File: config.mk
export PLATFORM = sky130hd
export DESIGN_NAME = bitwise_logic_accumulator
export DESIGN_NICKNAME = d
export VERILOG_FILES = /design/src/rtl/bitwise_logic_accumulator_pkg.sv /design/src/rtl/bitwise_logic_accumulator_logic_op_unit.sv /design/src/rtl/bitwise_logic_accumulator.sv
export SDC_FILE = /design/constraint.sdc
export NUM_CORES = 1
export LEC_CHECK = 0
export CORE_ASPECT_RATIO = 0.75
export CORE_UTILIZATION = 40
export DETAILED_ROUTE_END_ITERATION = 10
export PLACE_DENSITY = 0.7
export SLEW_MARGIN = 20
export SYNTH_ARGS = -nofsm -noshare
export SYNTH_HDL_FRONTEND = slang
export SYNTH_SLANG_ARGS = --single-unit
File: constraint.sdc
create_clock -name clk -period 2.1 [get_ports clk]
set_clock_uncertainty 0.05 [all_clocks]
set_input_delay 0.42 -clock clk [delete_from_list [all_inputs] [get_ports clk]]
set_output_delay 0.42 -clock clk [all_outputs]
set_load 0.05 [all_outputs]
File: src/rtl/bitwise_logic_accumulator_pkg.sv
// Shared encodings for the bitwise logic accumulator.
//   OP_*  : 2-bit operation select seen on the op port and held in op_q.
//   state_t: frame state (IDLE waiting for first beat, ACCUM folding, HOLD
//            presenting the result until downstream takes it).
package bitwise_logic_accumulator_pkg;

  localparam logic [1:0] OP_AND  = 2'b00;
  localparam logic [1:0] OP_OR   = 2'b01;
  localparam logic [1:0] OP_XOR  = 2'b10;
  localparam logic [1:0] OP_NAND = 2'b11;

  typedef enum logic [1:0] {
    S_IDLE  = 2'd0,
    S_ACCUM = 2'd1,
    S_HOLD  = 2'd2
  } state_t;

endpackage

File: src/rtl/bitwise_logic_accumulator_logic_op_unit.sv
// Combinational bitwise operator used in the fold path.
//   a  : running accumulator value
//   b  : incoming operand
//   op : operation select; NAND folds as AND (inversion happens at output)
//   y  : a OP b
module logic_op_unit
  import bitwise_logic_accumulator_pkg::*;
#(
  parameter int WIDTH = 8
) (
  input  logic [WIDTH-1:0] a,
  input  logic [WIDTH-1:0] b,
  input  logic [1:0]       op,
  output logic [WIDTH-1:0] y
);

  always_comb begin
    y = a & b;
    case (op)
      OP_OR:   y = a | b;
      OP_XOR:  y = a ^ b;
      default: y = a & b;  // AND and NAND share the AND fold
    endcase
  end

endmodule

File: src/rtl/bitwise_logic_accumulator.sv
// Folds a stream of WIDTH-bit beats with AND/OR/XOR/NAND into one result per
// frame. A frame ends on in_last or when MAX_LEN beats have been taken.
// Ports:
//   clk, rst         : clock (rising edge), asynchronous active-high reset
//   op               : operation, sampled on the first beat of a frame
//   in_valid/in_ready: input handshake; in_data operand, in_last frame end
//   out_valid/out_ready: output handshake
//   out_data         : reduced result (inverted for NAND)
//   out_count        : beats folded into the result
//   out_trunc        : frame closed by MAX_LEN instead of in_last
module bitwise_logic_accumulator
  import bitwise_logic_accumulator_pkg::*;
#(
  parameter int WIDTH   = 8,
  parameter int MAX_LEN = 16
) (
  input  logic                         clk,
  input  logic                         rst,
  input  logic [1:0]                   op,
  input  logic                         in_valid,
  output logic                         in_ready,
  input  logic [WIDTH-1:0]             in_data,
  input  logic                         in_last,
  output logic                         out_valid,
  input  logic                         out_ready,
  output logic [WIDTH-1:0]             out_data,
  output logic [$clog2(MAX_LEN+1)-1:0] out_count,
  output logic                         out_trunc
);

  localparam int CNT_W = $clog2(MAX_LEN + 1);

  state_t             state_q, state_d;
  logic [1:0]         op_q, op_d;
  logic [WIDTH-1:0]   acc_q, acc_d;
  logic [CNT_W-1:0]   cnt_q, cnt_d;
  logic               out_valid_q, out_valid_d;
  logic [WIDTH-1:0]   out_data_q, out_data_d;
  logic [CNT_W-1:0]   out_count_q, out_count_d;
  logic               out_trunc_q, out_trunc_d;
  logic               in_ready_q, in_ready_d;

  logic               beat;
  logic               close;
  logic [WIDTH-1:0]   fold_y;

  logic_op_unit #(.WIDTH(WIDTH)) u_op (
    .a  (acc_q),
    .b  (in_data),
    .op (op_q),
    .y  (fold_y)
  );

  assign beat = in_valid & in_ready_q;

  always_comb begin
    state_d     = state_q;
    op_d        = op_q;
    acc_d       = acc_q;
    cnt_d       = cnt_q;
    out_valid_d = out_valid_q;
    out_data_d  = out_data_q;
    out_count_d = out_count_q;
    out_trunc_d = out_trunc_q;
    close       = 1'b0;

    case (state_q)
      S_IDLE: begin
        if (beat) begin
          op_d  = op;
          acc_d = in_data;
          cnt_d = CNT_W'(1);
          if (in_last || (MAX_LEN == 1)) close = 1'b1;
          else state_d = S_ACCUM;
        end
      end
      S_ACCUM: begin
        if (beat) begin
          acc_d = fold_y;
          cnt_d = cnt_q + CNT_W'(1);
          // cnt_q is the count before this beat, so this beat is the
          // MAX_LEN-th one when cnt_q == MAX_LEN-1.
          if (in_last || (cnt_q == CNT_W'(MAX_LEN - 1))) close = 1'b1;
        end
      end
      S_HOLD: begin
        if (out_valid_q && out_ready) begin
          out_valid_d = 1'b0;
          state_d     = S_IDLE;
        end
      end
      default: state_d = S_IDLE;
    endcase

    // The closing beat's contribution is already in acc_d/op_d, so the
    // result register captures the complete frame on the same edge.
    if (close) begin
      state_d     = S_HOLD;
      out_valid_d = 1'b1;
      out_data_d  = (op_d == OP_NAND) ? ~acc_d : acc_d;
      out_count_d = cnt_d;
      out_trunc_d = ~in_last;
    end

    // Registered ready keeps in_ready low through reset and lets it rise
    // on the first edge after release.
    in_ready_d = (state_d != S_HOLD);
  end

  always_ff @(posedge clk or posedge rst) begin
    if (rst) begin
      state_q     <= S_IDLE;
      op_q        <= OP_AND;
      acc_q       <= '0;
      cnt_q       <= '0;
      out_valid_q <= 1'b0;
      out_data_q  <= '0;
      out_count_q <= '0;
      out_trunc_q <= 1'b0;
      in_ready_q  <= 1'b0;
    end else begin
      state_q     <= state_d;
      op_q        <= op_d;
      acc_q       <= acc_d;
      cnt_q       <= cnt_d;
      out_valid_q <= out_valid_d;
      out_data_q  <= out_data_d;
      out_count_q <= out_count_d;
      out_trunc_q <= out_trunc_d;
      in_ready_q  <= in_ready_d;
    end
  end

  assign in_ready  = in_ready_q;
  assign out_valid = out_valid_q;
  assign out_data  = out_data_q;
  assign out_count = out_count_q;
  assign out_trunc = out_trunc_q;

endmodule

[Yosys cells after proc, flatten, opt, wreduce, memory -nomap -nowiden]
Index checks and enable logic that the tools add are counted.
Cells by class
  equal/unequal tests: 7
  mux-type cells: 23
  bitwise gates (word level): 6
  reductions and logical operators: 6
  multipliers: 0
  shift-type cells: 0
  order comparisons: 0
  add/sub/neg operators: 1
  divide/modulo/power cells: 0
Operators by type and width (count)
  $pmux W8 S2: 2
  $mux W8: 3
  $mux W2: 6
  $mux W5: 2
  $pmux W5 S2: 1
  $and A8 B8 Y8: 1
  $not A8 Y8: 1
  $or A8 B8 Y8: 1
  $xor A8 B8 Y8: 1
  $mux W1: 7
  $eq A2 B2 Y1 const B: 3
  $pmux W2 S3: 1
  $add A5 B1 Y5 const B: 1
  $eq A5 B4 Y1 const B: 1
  $eq A2 B1 Y1 const B: 2
  $reduce_bool A2 Y1: 2
  $logic_not A2 Y1: 1
  $ne A2 B2 Y1 const B: 1
  $pmux W1 S2: 1
  $reduce_and A2 Y1: 1
  $and A1 B1 Y1: 1
  $logic_and A1 B1 Y1: 1
  $logic_or A1 B1 Y1: 1
  $not A1 Y1: 1
Word-level totals
  bits in latches: 0
  word-level logic and storage cells: 52
  register bits after elaboration: 33
  bits of input ports: 15
  memory bits (writable): 0
  output and inout port bits: 16
  memories: 0
  bits in read-only memories: 0

[Depth between registers and ports, before layout]
Gate-level depths: netlist (run 1).
  depth after elaboration: 7
  depth in mapped cells: 9
  depth with buffers taken out: 7

[By module]
Synthesis (run 1) repeated with hierarchy kept, for this count alone.
Unflattened totals
  cells, all modules: 221
  area, all modules: 2105.8 sq um
By module, submodules not included
  bitwise_logic_accumulator: instances 1, area each 1624.1 sq um, cells an instance 151, sequential area each 825.8 sq um
  logic_op_unit: instances 1, area each 481.7 sq um, cells an instance 70, sequential area each 0.0 sq um

[Least setup slack after synthesis (run 1)]
OpenSTA, ideal clock, no wires.
  path kind: register -> register
  start: reg in_ready_q, in the netlist in_ready
  end: reg out_data_q[5], in the netlist out_data[5]
  data required time: 1.968 ns
  period minus slack after synthesis: 2.138 ns
  data arrival time: 2.006 ns
  cell stages (with the launch flop): 6
  setup slack: -0.038 ns
  setup time: 0.082 ns
  path buffers: 1
  cell sequence: dfrtp_1 nor4bb_1 buf_4 mux2_2 or3_1 a31oi_1
Between the ends
  word-level cells in the longest chain between the ends: 5
  elaborated cells on any way between the ends: 12
  classes of those cells: eq/ne (1); mux (9); bitwise (2)
RTL lines
  start, declared: line bitwise_logic_accumulator.sv:41  | logic in_ready_q, in_ready_d;
  start signal, assigned: line bitwise_logic_accumulator.sv:130  | in_ready_q <= in_ready_d;
  $and A1 B1 Y1 (*): line bitwise_logic_accumulator.sv:54  | assign beat = in_valid & in_ready_q;
  $mux W2, or another cell as far along: line bitwise_logic_accumulator.sv:69  | if (beat) begin
  $mux W2 or $pmux W8 S2 (tied branches): line bitwise_logic_accumulator.sv:67  | case (state_q)
  $eq A2 B2 Y1 or $not A8 Y8 (tied branches): line bitwise_logic_accumulator.sv:100  | out_data_d = (op_d == OP_NAND) ? ~acc_d : acc_d;
  $mux W8: line bitwise_logic_accumulator.sv:100
  end signal, assigned: line bitwise_logic_accumulator.sv:127  | out_data_q <= out_data_d;
  end, declared: line bitwise_logic_accumulator.sv:38  | logic [WIDTH-1:0] out_data_q, out_data_d;
Every way passes the cells marked *; elsewhere a longest branch is shown, timed or not.
A chain may end at the register's enable or synchronous reset.

[Worst setup path after layout (run 1)]
  start: in in_valid
  end: reg out_data_q[6], in the netlist out_data[6]
Between the ends
  word-level cells in the longest chain between the ends: 5
  elaborated cells on any way between the ends: 12
  classes of those cells: eq/ne (1); mux (9); bitwise (2)
RTL lines
  start, declared: line bitwise_logic_accumulator.sv:20  | input logic in_valid,
  $and A1 B1 Y1 (*): line bitwise_logic_accumulator.sv:54
  $mux W2, or another cell as far along: line bitwise_logic_accumulator.sv:69
  $mux W2 or $pmux W8 S2 (tied branches): line bitwise_logic_accumulator.sv:67
  $eq A2 B2 Y1 or $not A8 Y8 (tied branches): line bitwise_logic_accumulator.sv:100
  $mux W8: line bitwise_logic_accumulator.sv:100
Marked as above.

==> results of run 1 <==
-- placed cells by master (no fill, tap or decap), drive strengths merged, types with 3 or more instances in the layout --
cell and instances:
nand2 24, nor2 5, a22oi 5, a211o 5, nand3 5, clkdlybuf4s50 30, o221ai 3, clkbuf 6
a21o 3, a21oi 12, nand2b 7, mux2 3, dfrtp 33, ha 21, a31oi 3, a211oi 5
inv 26, and4 5, o21ai 16, nor2b 8, buf 34
-- through the flow --
stage / setup TNS, ns / utilization [%] / worst slack (ns)
after floorplan: 0 / - / 0.0153
after global placement: -1.86 / 53.3 / -0.329
after detailed placement: -2.61 / 53.3 / -0.449
after CTS: 0 / 55.3 / 0.0438
after global routing: 0 / 55.9 / 0.0103
final: 0 / 55.9 / 0.0665
-- flip-flops by register name, indices dropped and copies added (netlist names) --
signal	count
in_ready	1
out_data	8
cnt_q	5
out_valid	1
state_q	2
out_trunc	1
out_count	5
op_q	2
acc_q	8
-- routing by layer --
| layer | vias to the layer above | GRT usage, % | wire [µm] |
|---|---|---|---|
| met5 | - | 0 | 0 |
| met4 | 0 | 5.72 | 53 |
| met3 | 7 | 4.26 | 204 |
| met2 | 37 | 31.1 | 2050 |
| met1 | 828 | 26.8 | 2450 |
| li1 | 887 | - | - |
-- layout make-up --
cell class	instances	area share, %
clock buffer	6	2.65
clock inverter	1	0.183
inverter	26	3.56
multi-input combinational	149	40.0
sequential	33	30.2
tap	60	2.74
timing repair buffer	64	20.7
-- Yosys cell counts (2+ instances only) --
cell type / number / share of area (%)
nor2b_1: 8 / 2.4
buf_6: 2 / 1.1
a21oi_1: 12 / 2.9
and3_1: 2 / 0.61
a311o_1: 2 / 0.98
inv_1: 26 / 4.8
nand3_1: 5 / 1.2
nand2b_1: 7 / 2.1
ha_1: 21 / 13
dfrtp_1: 33 / 40
a22oi_1: 5 / 1.8
a21o_1: 3 / 1.1
buf_2: 2 / 0.49
a211o_1: 5 / 2.1
and4_4: 3 / 1.6
a211oi_1: 5 / 1.8
and3b_1: 2 / 0.85
nand2_1: 24 / 4.4
mux2_2: 3 / 1.6
clkbuf_1: 7 / 1.3
or3_1: 2 / 0.61
nor2_1: 5 / 0.92
o221ai_1: 3 / 1.3
and4_1: 2 / 0.85
o21ai_0: 16 / 3.9
a311oi_1: 2 / 0.85
a31oi_1: 3 / 0.92
-- worst max-delay path, cell delays in order --
cell             delay, ns
clkdlybuf4s50_1       0.48
nor4bb_4              0.24
buf_4                 0.17
mux2_2                0.35
or3_1                 0.37
a31oi_1               0.17
-- kinds of logic after synthesis --
logic type / after synthesis / share of synthesized area (%)
buf+inv: 38 / 7.99
flops: 33 / 40.3
mux: 4 / 2.14
xor+xnor: 1 / 0.427
compound gates: 60 / 19.5
simple gates: 63 / 16.8
fa+ha+maj: 21 / 12.8
-- power groups by stage --
stage	Combinational (W)	Sequential (W)	Clock, W
3_3_place_gp	0.00218	0.00106	0
6_report	0.00229	0.00106	0.000466
5_1_grt	0.00251	0.00110	0.000499
4_1_cts	0.00226	0.00106	0.000475
2_1_floorplan	0.00105	0.00146	0
3_5_place_dp	0.00224	0.00106	0
-- what timing repair did --
| action | 4_1_cts | 5_1_grt |
|---|---|---|
| setup buffers | 0 | 2 |
| pin swaps | 0 | 2 |
| gates resized for setup | 3 | 2 |
| setup endpoints to repair | 4 | 7 |
-- path summary, 6_finish.rpt --
check	startpoint	end	slack (ns)	depth (start not counted)
max reg2reg	op_q[0]	out_data[1]	0.11	7
max	in_valid	out_data[6]	0.07	6
min	cnt_q[4]	cnt_q[4]	0.43	2
min reg2reg	cnt_q[4]	cnt_q[4]	0.43	2
max in group asynchronous	rst	in_ready	1.19	3
min in group asynchronous	rst	out_data[4]	0.46	3
==> impl_metrics.py, run 1 <==
metrics = {
    "global_routing": {
        "grt_pass1_vias": 1764,
        "grt_max_degree": 34,
        "antenna_found_initial": 0,
        "grt_usage_pct": 19.5,
        "grt.overflow.total": 0,
        "grt_pass1_wl_mm": 8.21,
    },
    "cts": {
        "clockBufferDepth": 2,
        "ctsRootBufferMaster": "clkbuf_8",
        "cts_sinks": 33,
        "numCtsBuffers": 5,
        "cts_hold_buf": 0,
        "cts_tree": "done",
        "clkTransAtPathRegs_ns": 0.07,
        "h-tree-depth": 2,
        "clk_latency_ns": 0.29,
    },
    "synth": {
        "seq_area_frac_synth_pct": 40.3,
        "synth-seq-cells": 33,
        "synth_area_um2": 2050,
        "synth_warnings": 0,
        "synth-edff-count": 0,
        "syn_inst": 220,
        "synth_area_per_cell_um2": 9.32,
        "async_reset_ff_share_pct": 100,
        "ys_types": 37,
        "syn-num-nets": 256,
        "synth_ff_type": "dfrtp_1",
    },
    "power": {
        "p_leak_nw": 1.32,
        "power.internal_w": 0.00206,
        "power_switching_w": 0.00175,
        "seq_power_share_pct": 27.8,
        "pwr-share-clk_pct": 12.2,
        "ir_worst_vdd_uv": 649,
        "p_per_area_nw_per_um2": 1390,
        "fin_total_pwr_w": 0.00381,
        "combPwrFrac_pct": 60.0,
        "swShare_pct": 45.9,
    },
    "placed_design": {
        "hpwl_mm": 3.47,
        "io_buffers": 30,
        "routabilityCongestion": 0.820,
        "dp.cells": 330,
        "placed_area_um2": 2610,
    },
    "timing": {
        "layout_worst_path_cycle_share_pct": 96.8,
        "setup_violations": 0,
        "tightest_slew_ns": 0.522,
        "whs_ns": 0.433,
        "hold_violations": 0,
        "min_period_ns": 2.03,
        "slew_headroom_pct": 65.1,
        "fmax_mhz": 492,
        "rsz0062_at_grt": "no",
        "slew_violations": 0,
    },
    "drt": {
        "firstDrtPassIters": 6,
        "initialDrtViolationCount": 128,
        "wl_mm": 4.75,
        "viasPerCell": 5.19,
        "avgRoutedWirePerCell_um": 14.0,
        "drc": 0,
        "drtAntennaViolNets": 0,
        "routed-via-count": 1759,
    },
    "layout": {
        "drive_gt1_share_pct": 18.3,
        "design_area_um2": 2740,
        "fill_cells": 439,
        "nets": 315,
        "regArea_um2": 827,
        "antenna_cells": 0,
        "multi_input_comb_area_um2": 1090,
        "layout.cells.non_filler": 339,
        "areaGrowthSynthToFinish_pct": 33.6,
    },
    "run_status": {
        "status": "finished, final reports clean",
    },
    "worst_setup_path": {
        "crit_path_end_kind": "flip-flop",
        "cp.arrival_ns": 2.19,
        "cp-start-kind": "primary input",
        "crit_fanout": 4,
        "required_ns": 2.26,
        "worstSetupPathType": "in2reg",
    },
    "floorplanning": {
        "die_w_um": 84.7,
        "boundaryPins": 31,
        "dieArea_um2": 5420,
        "rows": 22,
        "die-height_um": 64.0,
        "start_util_pct": 41.9,
        "fp.coreArea_um2": 4900,
    },
    "flow_run": {
        "maxCapViolCount": 0,
    },
    "hold_path": {
        "hold_path_class": "reg2reg",
    },
}
Note: power is estimated with default switching activity, not from simulation.
==> inputs of run 2 (changes only) <==
- CORE_MARGIN: default -> 5
- clock period: 2.1 -> 1.7 ns (I/O delays scaled with it)
==> run 2 against run 1 <==
Compared with the run above: the run now ends with negative setup slack left; critical path type is now reg2reg; routed wire length up 13%; global-route usage down 2.6 points; register-to-register slack worse by 0.27 ns; cell count up 5.3%; critical path depth up 2; design area up 11%; first-iteration DRC count down 22%; count of clock-buffer cells in the layout up 2; core utilization up 5.6 points; non-clock buffer count up 17; worst setup slack worse by 0.23 ns; sequential share of layout area down 2.9 points.
==> impl_metrics.py, run 2 (synthesis results as in run 1) <==
metrics = {
    "power": {
        "power.internal_w": 0.00291,
        "seq_power_share_pct": 24.5,
        "power_switching_w": 0.00239,
        "p_per_area_nw_per_um2": 1750,
        "swShare_pct": 45.0,
        "combPwrFrac_pct": 63.5,
        "p_leak_nw": 1.47,
        "ir_worst_vdd_uv": 939,
        "pwr-share-clk_pct": 12.1,
    },
    "cts": {
        "clk_latency_ns": 0.29,
        "ctsRootBufferMaster": "clkbuf_8",
        "cts_sinks": 33,
        "numCtsBuffers": 5,
        "clockBufferDepth": 2,
        "cts_tree": "done",
        "h-tree-depth": 2,
        "cts_hold_buf": 0,
        "clkTransAtPathRegs_ns": 0.07,
    },
    "layout": {
        "fill_cells": 424,
        "antenna_cells": 0,
        "drive_gt1_share_pct": 35.0,
        "layout_commonest_cell": "buf_4",
        "design_area_um2": 3030,
        "nets": 332,
        "areaGrowthSynthToFinish_pct": 47.7,
        "final_cell_mix": "buf_4, dfrtp_1, inv_1, nand2_1, ha_1",
    },
    "hold_path": {
        "hold_path_class": "in2async",
    },
    "worst_setup_path": {
        "crit_fanout": 7,
        "cp-start-kind": "flip-flop",
        "cpPeakStageDelay_ns": 0.38,
        "crit_buf_inv": 1,
        "crit_path_end_kind": "flip-flop",
        "worstSetupPathType": "reg2reg",
        "regToRegSetupSlack_ns": -0.16,
        "crit_chain": "ha_2 -> and3_4 -> ha_4 -> a21oi_4 -> nand2b_4 -> buf_12 -> a211oi_2 -> a211o_1",
        "critPathTopFamily": "compound AO/OA/AOI/OAI gates",
        "r2r_start": "cnt_q[1]",
        "r2r_end": "out_data[1]",
        "r2r_cells": 8,
        "slowest_stage": "dfrtp_1",
        "cp.arrival_ns": 1.98,
        "required_ns": 1.83,
    },
    "placed_design": {
        "io_buffers": 30,
        "hpwl_mm": 3.73,
        "routabilityCongestion": 0.741,
        "place_ws_ns": -0.513,
        "placed_area_um2": 2740,
    },
    "floorplanning": {
        "boundaryPins": 31,
        "start_util_pct": 41.6,
        "rows": 22,
        "die_w_um": 92.7,
        "die-height_um": 72.0,
        "fp.coreArea_um2": 4930,
        "dieArea_um2": 6670,
    },
    "global_routing": {
        "antenna_found_initial": 0,
        "grt_usage_pct": 17.0,
        "grt_max_degree": 34,
        "grt_pass1_wl_mm": 8.96,
        "grt.overflow.total": 0,
        "grt_pass1_vias": 1919,
    },
    "drt": {
        "avgRoutedWirePerCell_um": 15.1,
        "drtAntennaViolNets": 0,
        "initialDrtViolationCount": 100,
        "viasPerCell": 5.22,
        "drc": 0,
        "firstDrtPassIters": 4,
        "wl_mm": 5.37,
        "routed-via-count": 1863,
    },
    "run_status": {
        "violations": "negative setup slack",
        "status": "complete, but fails checks",
    },
    "timing": {
        "layout_worst_path_cycle_share_pct": 109,
        "tightest_slew_ns": 0.305,
        "slew_violations": 0,
        "fmax_mhz": 538,
        "slew_headroom_pct": 79.6,
        "rsz0062_at_grt": "yes",
        "setup_violations": 14,
        "hold_violations": 0,
        "fin_ws_ns": -0.159,
        "min_period_ns": 1.86,
    },
    "flow_run": {
        "maxCapViolCount": 0,
    },
}
run 2: cell count changes in the layout (fill, tap and decap cells not counted), sizes merged:
cell | before | now
clkdlybuf4s50 | 30 | 11
dlygate4sd2 | 0 | 3
buf | 34 | 67
clkbuf | 6 | 8
clkinv | 1 | 0
run 2: through the flow:
step / total power (W) / hold slack [ns] / setup TNS (ns) / instances / utilization [%]
after floorplan: 0.00321 / 0.376 / -0.733 / 220 / -
after global placement: 0.00420 / 0.413 / -5.71 / 343 / 55.5
after detailed placement: 0.00427 / 0.427 / -6.47 / 343 / 55.5
after CTS: 0.00523 / 0.354 / -0.862 / 357 / 60.9
after global routing: 0.00566 / 0.402 / -1.80 / 357 / 61.5
final: 0.00530 / 0.345 / -0.931 / 357 / 61.5
run 2: worst min-delay path, stage by stage:
cell and delay [ns]:
clkdlybuf4s50_1 0.40, inv_1 0.09, buf_12 0.22
run 2: metal layers:
| layer | vias to the layer above | GRT usage [%] | routed length (µm) | part of all wire, % |
|---|---|---|---|---|
| met4 | 0 | 5.20 | 55 | 1.0 |
| li1 | 926 | - | - | - |
| met3 | 7 | 3.73 | 281 | 5.2 |
| met1 | 887 | 22.8 | 2610 | 49 |
| met5 | - | 0 | 0 | 0 |
| met2 | 43 | 27.6 | 2420 | 45 |
run 2: how the worst max path moves through the flow:
stage | from | end | slack (ns) | depth (start not counted)
finish | cnt_q[1] | out_data[1] | -0.16 | 8
global placement | in_valid | out_data[0] | -0.47 | 7
CTS | cnt_q[1] | out_data[2] | -0.14 | 8
global route | cnt_q[1] | out_data[1] | -0.21 | 8
detailed placement | in_valid | out_data[1] | -0.51 | 7
floorplan | in_ready | out_data[0] | -0.11 | 6
run 2: what timing repair did:
item	CTS	global route
setup buffers	4	0
gates resized for setup	25	12
pin swaps	8	6
gates cloned	2	0
setup endpoints to repair	16	18
run 2: layout make-up:
class | count | area (µm²) | area share [%]
multi-input combinational | 149 | 1210 | 39.9
inverter | 26 | 100 | 3.30
sequential | 33 | 827 | 27.3
clock buffer | 8 | 90.1 | 2.97
tap | 60 | 75.1 | 2.48
timing repair buffer | 81 | 728 | 24.0
run 2: power by group through the flow:
stage	Clock, W	Combinational, W	Sequential (W)
3_5_place_dp	0	0.00298	0.00129
4_1_cts	0.000648	0.00328	0.00129
6_report	0.000639	0.00336	0.00130
2_1_floorplan	0	0.00141	0.00180
5_1_grt	0.000684	0.00364	0.00134
3_3_place_gp	0	0.00291	0.00129
